$ cat src/rtl/cnt_match_pkg.sv
// Shared definitions for the counter/compare slice: hit-mode encodings and
// the group-count helper used to size the first-level NAND stage.
package cnt_match_pkg;

   localparam logic MODE_PULSE  = 1'b0;
   localparam logic MODE_STICKY = 1'b1;

   // Number of GROUP-wide NAND groups needed to cover a WIDTH-bit compare.
   function automatic int ngrp(input int width, input int group);
      return (width + group - 1) / group;
   endfunction

endpackage

$ cat src/rtl/cnt_match_if.sv
// Bus bundle between the controller and cnt_match: counter controls, per-channel
// compare setup, and the registered count / match / hit results.
interface cnt_match_if #(
   parameter int WIDTH = 12,
   parameter int NCH   = 2
);
   // No valid/ready handshake here: every input is sampled on each rising
   // edge, and ack[i] is a one-cycle request that clears a sticky hit[i].
   logic                   en;
   logic                   load;
   logic [WIDTH-1:0]       period;
   logic [NCH*WIDTH-1:0]   cmp_val;
   logic [NCH-1:0]         mode;
   logic [NCH-1:0]         ack;
   logic [WIDTH-1:0]       count;
   logic [NCH-1:0]         match;
   logic [NCH-1:0]         hit;

   modport master (
      output en, load, period, cmp_val, mode, ack,
      input  count, match, hit
   );

   modport slave (
      input  en, load, period, cmp_val, mode, ack,
      output count, match, hit
   );

endinterface

$ cat src/rtl/cnt_match_ch.sv
// One compare channel: registered GROUP-wide NAND mismatch stage, NOR reduce
// to a level match, edge detect and pulse/sticky hit flag.
module cnt_match_ch
   import cnt_match_pkg::*;
#(
   parameter int WIDTH = 12,
   parameter int GROUP = 6
) (
   input  logic             sys_clk,
   input  logic             resetl,
   input  logic [WIDTH-1:0] count,
   input  logic [WIDTH-1:0] cmp_val,
   input  logic             mode,
   input  logic             ack,
   output logic             match,
   output logic             hit
);

   localparam int NGRP = ngrp(WIDTH, GROUP);
   localparam int PADW = NGRP * GROUP;

   logic [PADW-1:0] eq_pad;
   logic [NGRP-1:0] g_next;
   logic [NGRP-1:0] g_q;
   logic            primed_q;
   logic            match_d_q;
   logic            hit_q;
   logic            hit_next;
   logic            rise;

   // Padding bits read as "equal" so a partial last group never mismatches.
   always_comb begin
      eq_pad             = '1;
      eq_pad[WIDTH-1:0]  = ~(count ^ cmp_val);
   end

   always_comb begin
      g_next = '0;
      for (int k = 0; k < NGRP; k++) begin
         g_next[k] = ~&eq_pad[k*GROUP +: GROUP];
      end
   end

   // primed_q masks the all-zero group register image right after reset,
   // which would otherwise read as a spurious match.
   assign match = primed_q & ~|g_q;
   assign rise  = match & ~match_d_q;

   always_comb begin
      hit_next = 1'b0;
      if (rise) begin
         hit_next = 1'b1;
      end else if (mode == MODE_STICKY && !ack) begin
         hit_next = hit_q;
      end
   end

   always_ff @(posedge sys_clk or negedge resetl) begin
      if (!resetl) begin
         g_q       <= '0;
         primed_q  <= 1'b0;
         match_d_q <= 1'b0;
         hit_q     <= 1'b0;
      end else begin
         g_q       <= g_next;
         primed_q  <= 1'b1;
         match_d_q <= match;
         hit_q     <= hit_next;
      end
   end

   assign hit = hit_q;

endmodule

$ cat src/rtl/cnt_match.sv
// Free-running programmable-period counter feeding NCH independent
// pipelined equality-compare channels for video line/pixel events.
module cnt_match
   import cnt_match_pkg::*;
#(
   parameter int WIDTH = 12,
   parameter int NCH   = 2,
   parameter int GROUP = 6
) (
   input  logic       sys_clk,
   input  logic       resetl,
   cnt_match_if.slave bus
);

   logic [WIDTH-1:0] count_q;

   // If period is lowered below count, the equality never hits and the
   // counter simply rolls over at 2^WIDTH before obeying the new period.
   always_ff @(posedge sys_clk or negedge resetl) begin
      if (!resetl) begin
         count_q <= '0;
      end else if (bus.load) begin
         count_q <= '0;
      end else if (bus.en) begin
         if (count_q == bus.period) count_q <= '0;
         else                       count_q <= count_q + WIDTH'(1);
      end
   end

   assign bus.count = count_q;

   for (genvar i = 0; i < NCH; i++) begin : g_ch
      cnt_match_ch #(
         .WIDTH (WIDTH),
         .GROUP (GROUP)
      ) u_ch (
         .sys_clk (sys_clk),
         .resetl  (resetl),
         .count   (count_q),
         .cmp_val (bus.cmp_val[i*WIDTH +: WIDTH]),
         .mode    (bus.mode[i]),
         .ack     (bus.ack[i]),
         .match   (bus.match[i]),
         .hit     (bus.hit[i])
      );
   end

endmodule
$ cat src/flat_wrapper.sv
// flat-port wrapper written by rule: the top's interface ports become plain ports
module cnt_match_flat import cnt_match_pkg::*;
#(
   parameter int WIDTH = 12,
   parameter int NCH   = 2,
   parameter int GROUP = 6
)
  (sys_clk, resetl, bus_en, bus_load, bus_period, bus_cmp_val, bus_mode, bus_ack, bus_count, bus_match, bus_hit);
  cnt_match_if #(.WIDTH(WIDTH), .NCH(NCH)) bus_i ();
  input  logic sys_clk;
  input  logic resetl;
  input wire logic [$bits(bus_i.en)-1:0] bus_en;
  input wire logic [$bits(bus_i.load)-1:0] bus_load;
  input wire logic [$bits(bus_i.period)-1:0] bus_period;
  input wire logic [$bits(bus_i.cmp_val)-1:0] bus_cmp_val;
  input wire logic [$bits(bus_i.mode)-1:0] bus_mode;
  input wire logic [$bits(bus_i.ack)-1:0] bus_ack;
  output wire logic [$bits(bus_i.count)-1:0] bus_count;
  output wire logic [$bits(bus_i.match)-1:0] bus_match;
  output wire logic [$bits(bus_i.hit)-1:0] bus_hit;
  assign bus_i.en = bus_en;
  assign bus_i.load = bus_load;
  assign bus_i.period = bus_period;
  assign bus_i.cmp_val = bus_cmp_val;
  assign bus_i.mode = bus_mode;
  assign bus_i.ack = bus_ack;
  assign bus_count = bus_i.count;
  assign bus_match = bus_i.match;
  assign bus_hit = bus_i.hit;
  cnt_match #(.WIDTH(WIDTH), .NCH(NCH), .GROUP(GROUP)) u_core (.sys_clk(sys_clk), .resetl(resetl), .bus(bus_i));
endmodule
$ cat config.mk
export PLATFORM = sky130hd
export DESIGN_NAME = cnt_match_flat
export DESIGN_NICKNAME = d
export VERILOG_FILES = /design/src/rtl/cnt_match_pkg.sv /design/src/rtl/cnt_match_if.sv /design/src/rtl/cnt_match_ch.sv /design/src/rtl/cnt_match.sv /design/src/flat_wrapper.sv
export SDC_FILE = /design/constraint.sdc
export NUM_CORES = 1
export LEC_CHECK = 0
export ABC_AREA = 1
export CORE_AREA = 2 2 47 92
export CTS_CLUSTER_SIZE = 24
export DETAILED_ROUTE_END_ITERATION = 10
export DIE_AREA = 0 0 49 94
export GPL_ROUTABILITY_DRIVEN = 0
export PLACE_DENSITY = 0.83
export RECOVER_POWER = 25
export SYNTH_ARGS = -nofsm -noshare
export SYNTH_HDL_FRONTEND = slang
export SYNTH_HIERARCHICAL = 1
export SYNTH_SLANG_ARGS = --single-unit
$ cat constraint.sdc
create_clock -name sys_clk -period 1.9 [get_ports sys_clk]
set_input_delay 0.38 -clock sys_clk [delete_from_list [all_inputs] [get_ports sys_clk]]
set_output_delay 0.38 -clock sys_clk [all_outputs]
set_load 0.02 [all_outputs]
==> results.md, run 1 <==
* CTS root buffer: clkbuf_8
* Post-CTS Repair Setup Buffers at 0
* Worst VDD drop at 0.513 mV
* Global-route wire length before repair at 7160 µm
* Clock Skew at 0.917 ps
* # H-tree levels at 1
* Fmax at 545 MHz
* Final Util at 63.9%
* Number of flops mapped to enable cells by yosys at 0
* Setup TNS at 0 ps
* Relative slew slack at 63.0%
* Initial antenna violation count at 0
* Inserted Diodes at 0
* Final net count at 399
* Leakage Power at 1.25 nW
* Via Count at 1,782
* Share of cells above drive strength 1 at 7.08%
* Distinct cell type count after synthesis at 24
* Vias in the first global route at 1,689
* Crit path depth at 1
* Worst path top cell family by delay: buffers and inverters
* Synth top cells by count: nand2_1 (111), inv_1 (66), nor2_1 (31), dfrtp_1 (22)
* RSZ-0062 raised after global routing: no
* Post-route clock period utilization at 96.6%
* Power per cell area at 482 nW/µm²
* Die Span Y at 94 µm
* Mux cell area share after synthesis at 0%
* # IOs at 60
* Row cnt at 32
* Syn_area_per_cell at 6.03 µm²
* Hold WC Path Type: reg -> reg
* Most frequent cell after synthesis: nand2_1
* Port Buffers at 59
* Initial core utilization at 43.8%
* Chip width at 49 µm
* CP Cell Sequence: clkdlybuf4s50_1
* Switch Pwr at 0.000292 W
* Final WL at 4290 µm
* Mapped Area at 1700 µm²
* Cell count after placement at 400
* Sinks on Clock Net at 22
* Clock share of power at 35.9%
* Seq cells post-synth at 22
* Worst-Margin Slew at 555 ps
* Switching share of power at 24.4%
* Yosys top cell area share at 32.4%
* Max Cap Viol at 0
* Tot GR Track Use at 19.8%
* Post-synthesis adder-cell area fraction at 0.736%
* Final setup violation count at 0
* Post-Synth XOR/XNOR Area at 6.70%
* Layout fillers at 359
* Outcome: finished clean
* CTS Buffer Depth at 2
* Max-slew violation count at 0
* Placed instance area at 2410 µm²
* Clock latency on the worst-skew pair at 260 ps
* Remaining Overflow, GRT at 0
* Synth-to-layout area growth at 46.2%
* Setup crit end kind: output pin
* Post-synth top flop: dfrtp_1
* Top cells by area, synth: dfrtp_1 (32%), nand2_1 (25%), inv_1 (15%), nor2_1 (6.8%), xor2_1 (4.1%)
* Drt wl/cell at 10.6 µm
* Part of the power in registers at 42.0%
* Async S/R FF share, synth at 100%
* Worst hold slack at 424 ps
* Yosys Warn Count at 6
* Worst path max stage delay at 670 ps
* Sequential cell area at 554 µm²
* Core ar. at 3880 µm²
* TritonCTS clock tree: done
* Cells on Worst Hold Path at 1
* Simple-gate share of the synthesized area at 39.1%
* Total internal power at 0.000906 W
* Layout Cells excl Fill at 404
* Cell taking the most area after synthesis: dfrtp_1
* Detailed Route Iter0 Violations at 30
* Mapped Cells at 282
* Worst path arrival time at 1450 ps
* Post-synthesis net count at 327
* Design area at 2480 µm²
* Vias/cell at 4.41
* Post-route ant nets at 0
* Sequential share of the synthesized area at 32.4%
* DRC Markers at 0
* Area of the multi-input gates at 893 µm²
* R2R cell count at 6
* Slowest CP cell: clkdlybuf4s50_1
* Req. time, crit path at 1520 ps
* Final hold viol count at 0
* Largest net degree at the start of global routing at 23
* TritonRoute pass-1 iters at 4
* Die area at 4610 µm²
* Reg clk slew, reported paths at 80 ps
* Largest family of logic cells by synthesized area: simple AND/OR/NAND/NOR gates
* Crit path launch type: flop
* DPL Wire Length at 3490 µm
* CP max FO at 10
* Tmin final at 1830 ps
* Crit path kind: reg -> out
* Synth Area in Compound Gates at 5.60%
* WP buf/inv at 1
* Gate power share at 22.1%
* Num CTS Buffers at 3
-- timing repair --
action	in CTS	in global routing
gates resized for setup	2	3
hold buffers	0	0
setup endpoints to repair	2	3
hold endpoints to repair	0	0
-- metal layers --
layer | routed length (µm) | part of all wire (%) | track usage [%]
met4 | 98 | 2.3 | 7.62
met1 | 1670 | 39 | 20.7
met5 | 0 | 0 | 0
met2 | 2380 | 55 | 39.0
met3 | 140 | 3.3 | 2.23
-- worst paths after layout --
kind / from / end / slack, ps
setup / recovery: u_core/bus.count[0]$_DFFE_PN0P_ / bus_count[0] / 70
min in group asynchronous: resetl / u_core/bus.count[8]$_DFFE_PN0P_ / 630
hold reg to reg: u_core/g_ch[1].u_ch/match_d_q$_DFF_PN0_ / u_core/g_ch[1].u_ch/hit$_DFFE_PN0P_ / 420
max in group asynchronous: resetl / u_core/bus.count[3]$_DFFE_PN0P_ / 870
setup reg to reg: u_core/bus.count[0]$_DFFE_PN0P_ / u_core/bus.count[10]$_DFFE_PN0P_ / 330
hold / removal: u_core/g_ch[1].u_ch/match_d_q$_DFF_PN0_ / u_core/g_ch[1].u_ch/hit$_DFFE_PN0P_ / 420
-- power groups by stage --
stage | clock [W] | combinational (W) | sequential (W)
2_1_floorplan | 0 | 0.000111 | 0.000515
4_1_cts | 0.000439 | 0.000268 | 0.000503
3_3_place_gp | 0 | 0.000260 | 0.000512
6_report | 0.000430 | 0.000265 | 0.000503
5_1_grt | 0.000454 | 0.000294 | 0.000506
3_5_place_dp | 0 | 0.000267 | 0.000512
-- flip-flops by register name, indices dropped and copies added (netlist names) --
| register | count |
|---|---|
| u_core/bus.count | 12 |
| u_core/g_ch.u_ch/hit | 2 |
| u_core/g_ch.u_ch/g_q | 4 |
| u_core/g_ch.u_ch/primed_q | 2 |
| u_core/g_ch.u_ch/match_d_q | 2 |
-- stage by stage --
step	power (W)	setup WS, ps
floorplan	0.000626	429
finish	0.00120	65.4
global route	0.00126	3.77
CTS	0.00121	15.4
global placement	0.000772	191
detailed placement	0.000779	165
-- cell usage in the layout, fill, tap and decap left out --
| master | Yosys | routed |
|---|---|---|
| nand3b_1 | 2 | 2 |
| bufinv_16 | 0 | 1 |
| xnor2_1 | 5 | 5 |
| o21ai_0 | 4 | 4 |
| o21bai_1 | 1 | 1 |
| nor3_2 | 1 | 1 |
| a21oi_2 | 1 | 1 |
| o31ai_1 | 2 | 2 |
| nor2_4 | 1 | 1 |
| nor2_1 | 31 | 31 |
| nor3_4 | 1 | 1 |
| xor2_1 | 8 | 8 |
| nand3_1 | 8 | 8 |
| inv_1 | 66 | 66 |
| nand2_2 | 3 | 3 |
| clkbuf_2 | 0 | 1 |
| nor3_1 | 2 | 2 |
| conb_1 | 2 | 2 |
| o21ai_2 | 1 | 1 |
| dfrtp_1 | 22 | 19 |
| nand3_2 | 1 | 1 |
| dlygate4sd2_1 | 0 | 2 |
| dfrtp_2 | 0 | 3 |
| nand2_1 | 111 | 111 |
| ha_1 | 1 | 1 |
| dlygate4sd3_1 | 0 | 1 |
| clkdlybuf4s50_1 | 0 | 56 |
| clkbuf_8 | 0 | 3 |
| o21ai_1 | 1 | 1 |
| buf_4 | 1 | 8 |
| a21oi_1 | 6 | 6 |
-- logic make-up after synthesis --
| logic type | Yosys count |
|---|---|
| simple gates | 161 |
| flops | 22 |
| compound gates | 16 |
| other cells | 2 |
| xor+xnor | 13 |
| buf+inv | 67 |
| fa+ha+maj | 1 |
-- cell type report --
class / count / share of cell area (%)
Clock buffer: 3 / 1.66
Multi-Input combinational cell: 193 / 36.0
Sequential cell: 22 / 22.3
Clock inverter: 1 / 1.21
Tap cell: 51 / 2.57
Timing Repair Buffer: 68 / 26.3
Inverter: 66 / 9.97
Note: power is estimated with default switching activity, not from simulation.
==> inputs of run 2 (changes only) <==
SLEW_MARGIN = 20   (was unset)
==> results of run 2 <==
No change in the layout: final DEF, timing and power equal those of run 1.
==> inputs of run 3 (changes only) <==
CORE_AREA = 2 2 57 112   (was 2 2 47 92)
DIE_AREA = 0 0 59 114   (was 0 0 49 94)
PLACE_DENSITY = 0.6   (was 0.83)
SLEW_MARGIN = unset   (was 20)
==> run 3 against run 2 <==
  * Largest power group unchanged
  * Maximum frequency is 0.44% lower
  * Worst hold slack lost 5.4 ps
  * First-iteration DRC count grew 97%
  * Combinational power up 3%
  * Worst setup slack got worse by 8.1 ps
  * Total power increased by 4.1%
  * Utilization decreased by 21 points
  * Non-clock buffer count is 1 lower
  * Clock power is 10% higher
  * Final cell count rose by 2.7%
  * Sequential cell count did not move
==> results.md, run 3 (synthesis results as in run 1) <==
* TritonRoute pass-1 iters at 4
* Initial core utilization at 28.8%
* Worst path top cell family by delay: buffers and inverters
* Final net count at 398
* Chip width at 59 µm
* Max reg flops at 12
* Drt wl/cell at 10.2 µm
* Worst-Margin Slew at 1130 ps
* Final setup violation count at 0
* Row cnt at 40
* CTS root buffer: clkbuf_16
* Initial antenna violation count at 0
* Relative slew slack at 24.9%
* # IOs at 60
* Setup crit end kind: output pin
* Crit path kind: reg -> out
* Gate power share at 21.9%
* Global-route wire length before repair at 6960 µm
* Max-slew violation count at 0
* Largest net degree at the start of global routing at 23
* Req. time, crit path at 1520 ps
* Final Util at 42.5%
* Clock Skew at 2.34 ps
* Post-route clock period utilization at 97.0%
* Reg clk slew, reported paths at 60 ps
* Tot GR Track Use at 13.0%
* Total internal power at 0.000949 W
* Cells on Worst Hold Path at 1
* CP Cell Sequence: clkdlybuf4s50_1
* DPL Wire Length at 3390 µm
* Detailed Route Iter0 Violations at 59
* Worst VDD drop at 0.308 mV
* CP max FO at 10
* Share of cells above drive strength 1 at 6.25%
* Max Cap Viol at 0
* Reg2reg setup slack at 350 ps
* Outcome: finished clean
* Crit path launch type: flop
* Hold WC Path Type: reg -> reg
* Vias/cell at 4.30
* DRC Markers at 0
* TritonCTS clock tree: done
* Inserted Diodes at 0
* CTS Buffer Depth at 2
* Core ar. at 5910 µm²
* Sinks on Clock Net at 22
* R2R cell count at 6
* Hold wc startpoint: u_core/g_ch[1].u_ch/match_d_q$_DFF_PN0_
* Switching share of power at 23.9%
* RSZ-0062 raised after global routing: no
* Via Count at 1,785
* Clock share of power at 37.9%
* Worst r2r src: u_core/bus.count[0]$_DFFE_PN0P_
* Worst path max stage delay at 680 ps
* Remaining Overflow, GRT at 0
* Tmin final at 1840 ps
* Die area at 6730 µm²
* Hold path endpoint: u_core/g_ch[1].u_ch/hit$_DFFE_PN0P_
* Vias in the first global route at 1,661
* Slowest CP cell: clkdlybuf4s50_1
* Leakage Power at 1.26 nW
* # H-tree levels at 1
* Die Span Y at 114 µm
* Clock latency on the worst-skew pair at 250 ps
* Final hold viol count at 0
* Part of the power in registers at 40.1%
* Switch Pwr at 0.000298 W
* Fmax at 543 MHz
* WP buf/inv at 1
* Setup TNS at 0 ps
* RR Endpoint: u_core/bus.count[6]$_DFFE_PN0P_
* Total power at 0.00125 W
* Most frequent cells in the layout: nand2_1 (111), inv_1 (66), clkdlybuf4s50_1 (57)
* Synth-to-layout area growth at 47.7%
* Worst path arrival time at 1460 ps
* Power per cell area at 497 nW/µm²
* Num CTS Buffers at 3
* Final WL at 4220 µm
* Post-route ant nets at 0
* Port Buffers at 59
* Most common cell after layout, fill and taps aside: nand2_1
-- run 3: worst max-delay path by stage --
stage                     slack [ps]                             from                                to  cells after the start
final                             60  u_core/bus.count[0]$_DFFE_PN0P_                      bus_count[0]                      1
after detailed placement         150                         bus_load   u_core/bus.count[7]$_DFFE_PN0P_                      6
after global placement           180                         bus_load   u_core/bus.count[7]$_DFFE_PN0P_                      6
after global routing               6  u_core/bus.count[0]$_DFFE_PN0P_                      bus_count[0]                      1
after CTS                         30  u_core/bus.count[9]$_DFFE_PN0P_                      bus_count[9]                      1
after floorplan                  430  u_core/bus.count[0]$_DFFE_PN0P_  u_core/bus.count[10]$_DFFE_PN0P_                      6
-- run 3: routing by layer --
layer / global-route usage (%) / share of wire, %
met1: 16.1 / 43
met2: 22.2 / 49
met3: 2.27 / 6.7
met4: 4.55 / 1.9
met5: 0 / 0
-- run 3: what timing repair did --
action                     CTS  global route
buffers inserted             0             0
setup endpoints to repair    1             3
hold buffers                 0             0
gates resized for setup      1             3
-- run 3: area by class of cell --
type / count / area, µm²
fillers: 627 / 3400
clock buffers: 4 / 88.8
inverters: 66 / 248
multi-input cells: 193 / 893
repair buffers: 67 / 648
well taps: 63 / 78.8
flip-flops and latches: 22 / 553
-- run 3: power by group through the flow --
stage               sequential [W]  combinational (W)  clock [W]
floorplan                 0.000515           0.000111          0
CTS                       0.000500           0.000277   0.000482
detailed placement        0.000508           0.000275          0
global route              0.000503           0.000306   0.000501
global placement          0.000508           0.000270          0
finish                    0.000500           0.000273   0.000473
-- run 3: stage by stage --
| step | cells | instance area [µm²] | hold slack (ps) | setup WS [ps] |
|---|---|---|---|---|
| after CTS | 415 | 2510 | 420 | 30.0 |
| after global placement | 411 | 2420 | 416 | 183 |
| after detailed placement | 411 | 2420 | 412 | 147 |
| final | 415 | 2510 | 419 | 57.2 |
| after floorplan | 282 | 1700 | 84.4 | 429 |
| after global routing | 415 | 2510 | 425 | 6.11 |
==> RTL change (settings of run 3) <==
`NCH` is set to 2 in 3 places; all go to 1.
--- a/src/rtl/cnt_match_if.sv
+++ b/src/rtl/cnt_match_if.sv
@@ -2,7 +2,7 @@
 // compare setup, and the registered count / match / hit results.
 interface cnt_match_if #(
    parameter int WIDTH = 12,
-   parameter int NCH   = 2
+   parameter int NCH   = 1
 );
    // No valid/ready handshake here: every input is sampled on each rising
    // edge, and ack[i] is a one-cycle request that clears a sticky hit[i].
--- a/src/rtl/cnt_match.sv
+++ b/src/rtl/cnt_match.sv
@@ -4,7 +4,7 @@
    import cnt_match_pkg::*;
 #(
    parameter int WIDTH = 12,
-   parameter int NCH   = 2,
+   parameter int NCH   = 1,
    parameter int GROUP = 6
 ) (
    input  logic       sys_clk,
--- a/src/flat_wrapper.sv
+++ b/src/flat_wrapper.sv
@@ -2,7 +2,7 @@
 module cnt_match_flat import cnt_match_pkg::*;
 #(
    parameter int WIDTH = 12,
-   parameter int NCH   = 2,
+   parameter int NCH   = 1,
    parameter int GROUP = 6
 )
   (sys_clk, resetl, bus_en, bus_load, bus_period, bus_cmp_val, bus_mode, bus_ack, bus_count, bus_match, bus_hit);
Interface: changed (5 resized); port bits go from 60 to 44. No check against the original RTL was run, so the function may have changed too.
==> RTL change against run 3 <==
Wire length shrank 23%. Worst setup slack better by 0.035 ns. Fmax grew 2.0%. Critical endpoint is now bus_count[3]. Design area down 24%. Critical path type unchanged. Die area unchanged. Sequential cell count down 5. Utilization is 10 points lower. Power shrank 20%. Largest cell class unchanged. Area after synthesis shrank 24%.
==> RTL change: results (changes against run 3) <==
Run status
  • Status: completed

Final layout
  • # fillers: 657 (+4.8%)
  • Share of layout cells above drive strength 1: 0.0700 (+0.00754)
  • FF+latch area: 425 µm² (-23%)

Place
  • HPWL reported at the end of detailed placement: 2690 µm (-21%)
  • Placed inst area: 1840 µm² (-24%)
  • # port buffers: 43 (-27%)

Setup path
  • Critical Path Fanout Max: 7 (-3)
  • CP arrival: 1.43 ns (-0.03 ns)
  • Worst Setup EP: bus_count[3]
  • FF-to-FF setup slack: 0.40 ns (+0.05 ns)
  • R2r endpoint: u_core/bus.count[10]$_DFFE_PN0P_
  • CP startpoint: u_core/bus.count[3]$_DFFE_PN0P_

Drt
  • WL met3: 203 µm (-29%)
  • Final wirelength: 3250 µm (-23%)
  • DR iter-0 viols: 40 (-32%)
  • DR WL/cell: 10.1 µm (-0.12%)
  • DR vias: 1322 (-26%)
  • Wl on met1: 1490 µm (-17%)

Global routing
  • Vias in the first global route: 1310 (-21%)
  • M1 GR Usage: 0.134 (-0.0268)
  • Pin count of the biggest net entering global routing: 18 (-22%)
  • Gr usage total: 0.105 (-0.0256)
  • M2 GR Usage: 0.179 (-0.0437)
  • First-pass GRT wire length: 5580 µm (-20%)

Timing
  • Final clock skew: 0.00262 ns (+0.000273 ns)
  • Slew headroom: 0.425 (+0.176)
  • Worst Hold Slack: 0.437 ns (+0.0183 ns)

Logic synthesis
  • Post-synth net total: 236 (-28%)
  • Register area share after synthesis: 0.329 (+0.00481)
  • Post-synth top cells: 78 x nand2_1, 43 x inv_1, 20 x nor2_1, 17 x dfrtp_1, 8 x xor2_1
  • Syn Inst Count: 205 (-27%)

Clocking
  • Cts repair resizes: 0 (-1)

Pwr
  • Clock power share: 0.406 (+0.027)
  • NetSw: 234 µW (-21%)
  • Peak VDD IR: 242 µV (-21%)
  • Pleak: 0.925 nW (-27%)
  • Seq. pwr: 392 µW (-22%)
  • Internal power: 759 µW (-20%)

Worst hold path
  • Hold Path Sink: u_core/g_ch[0].u_ch/hit$_DFFE_PN0P_
[RTL change: changes by cell type in the layout (fill, tap and decap cells not counted), sizes merged, moves of 2 or more]
cell                  run 3  this run
buf                       7         5
clkdlybuf4s50            57        41
dfrtp                    22        17
inv                      66        43
nand2                   114        81
nand3                     9         7
nor2                     32        21
[RTL change: logic make-up (layout without fill, tap and decap cells)]
logic type               count (synthesis)  after routing  share of synthesized area
AND/OR/NAND/NOR                        114            114                      0.372
buffers and inverters                   44             96                      0.131
flip-flops                              17             17                      0.329
AO/OA/AOI/OAI                           15             15                     0.0677
XOR/XNOR                                13             13                     0.0880
adder cells (fa/ha/maj)                  1              1                    0.00967
other                                    1              1                    0.00290
[RTL change: cell type report]
cell class | instances | area share
flip-flops and latches | 17 | 0.222
inverters | 43 | 0.0841
clock inverters | 1 | 0.00261
multi-input cells | 144 | 0.364
clock buffers | 3 | 0.0391
repair buffers | 49 | 0.247
well taps | 63 | 0.0411
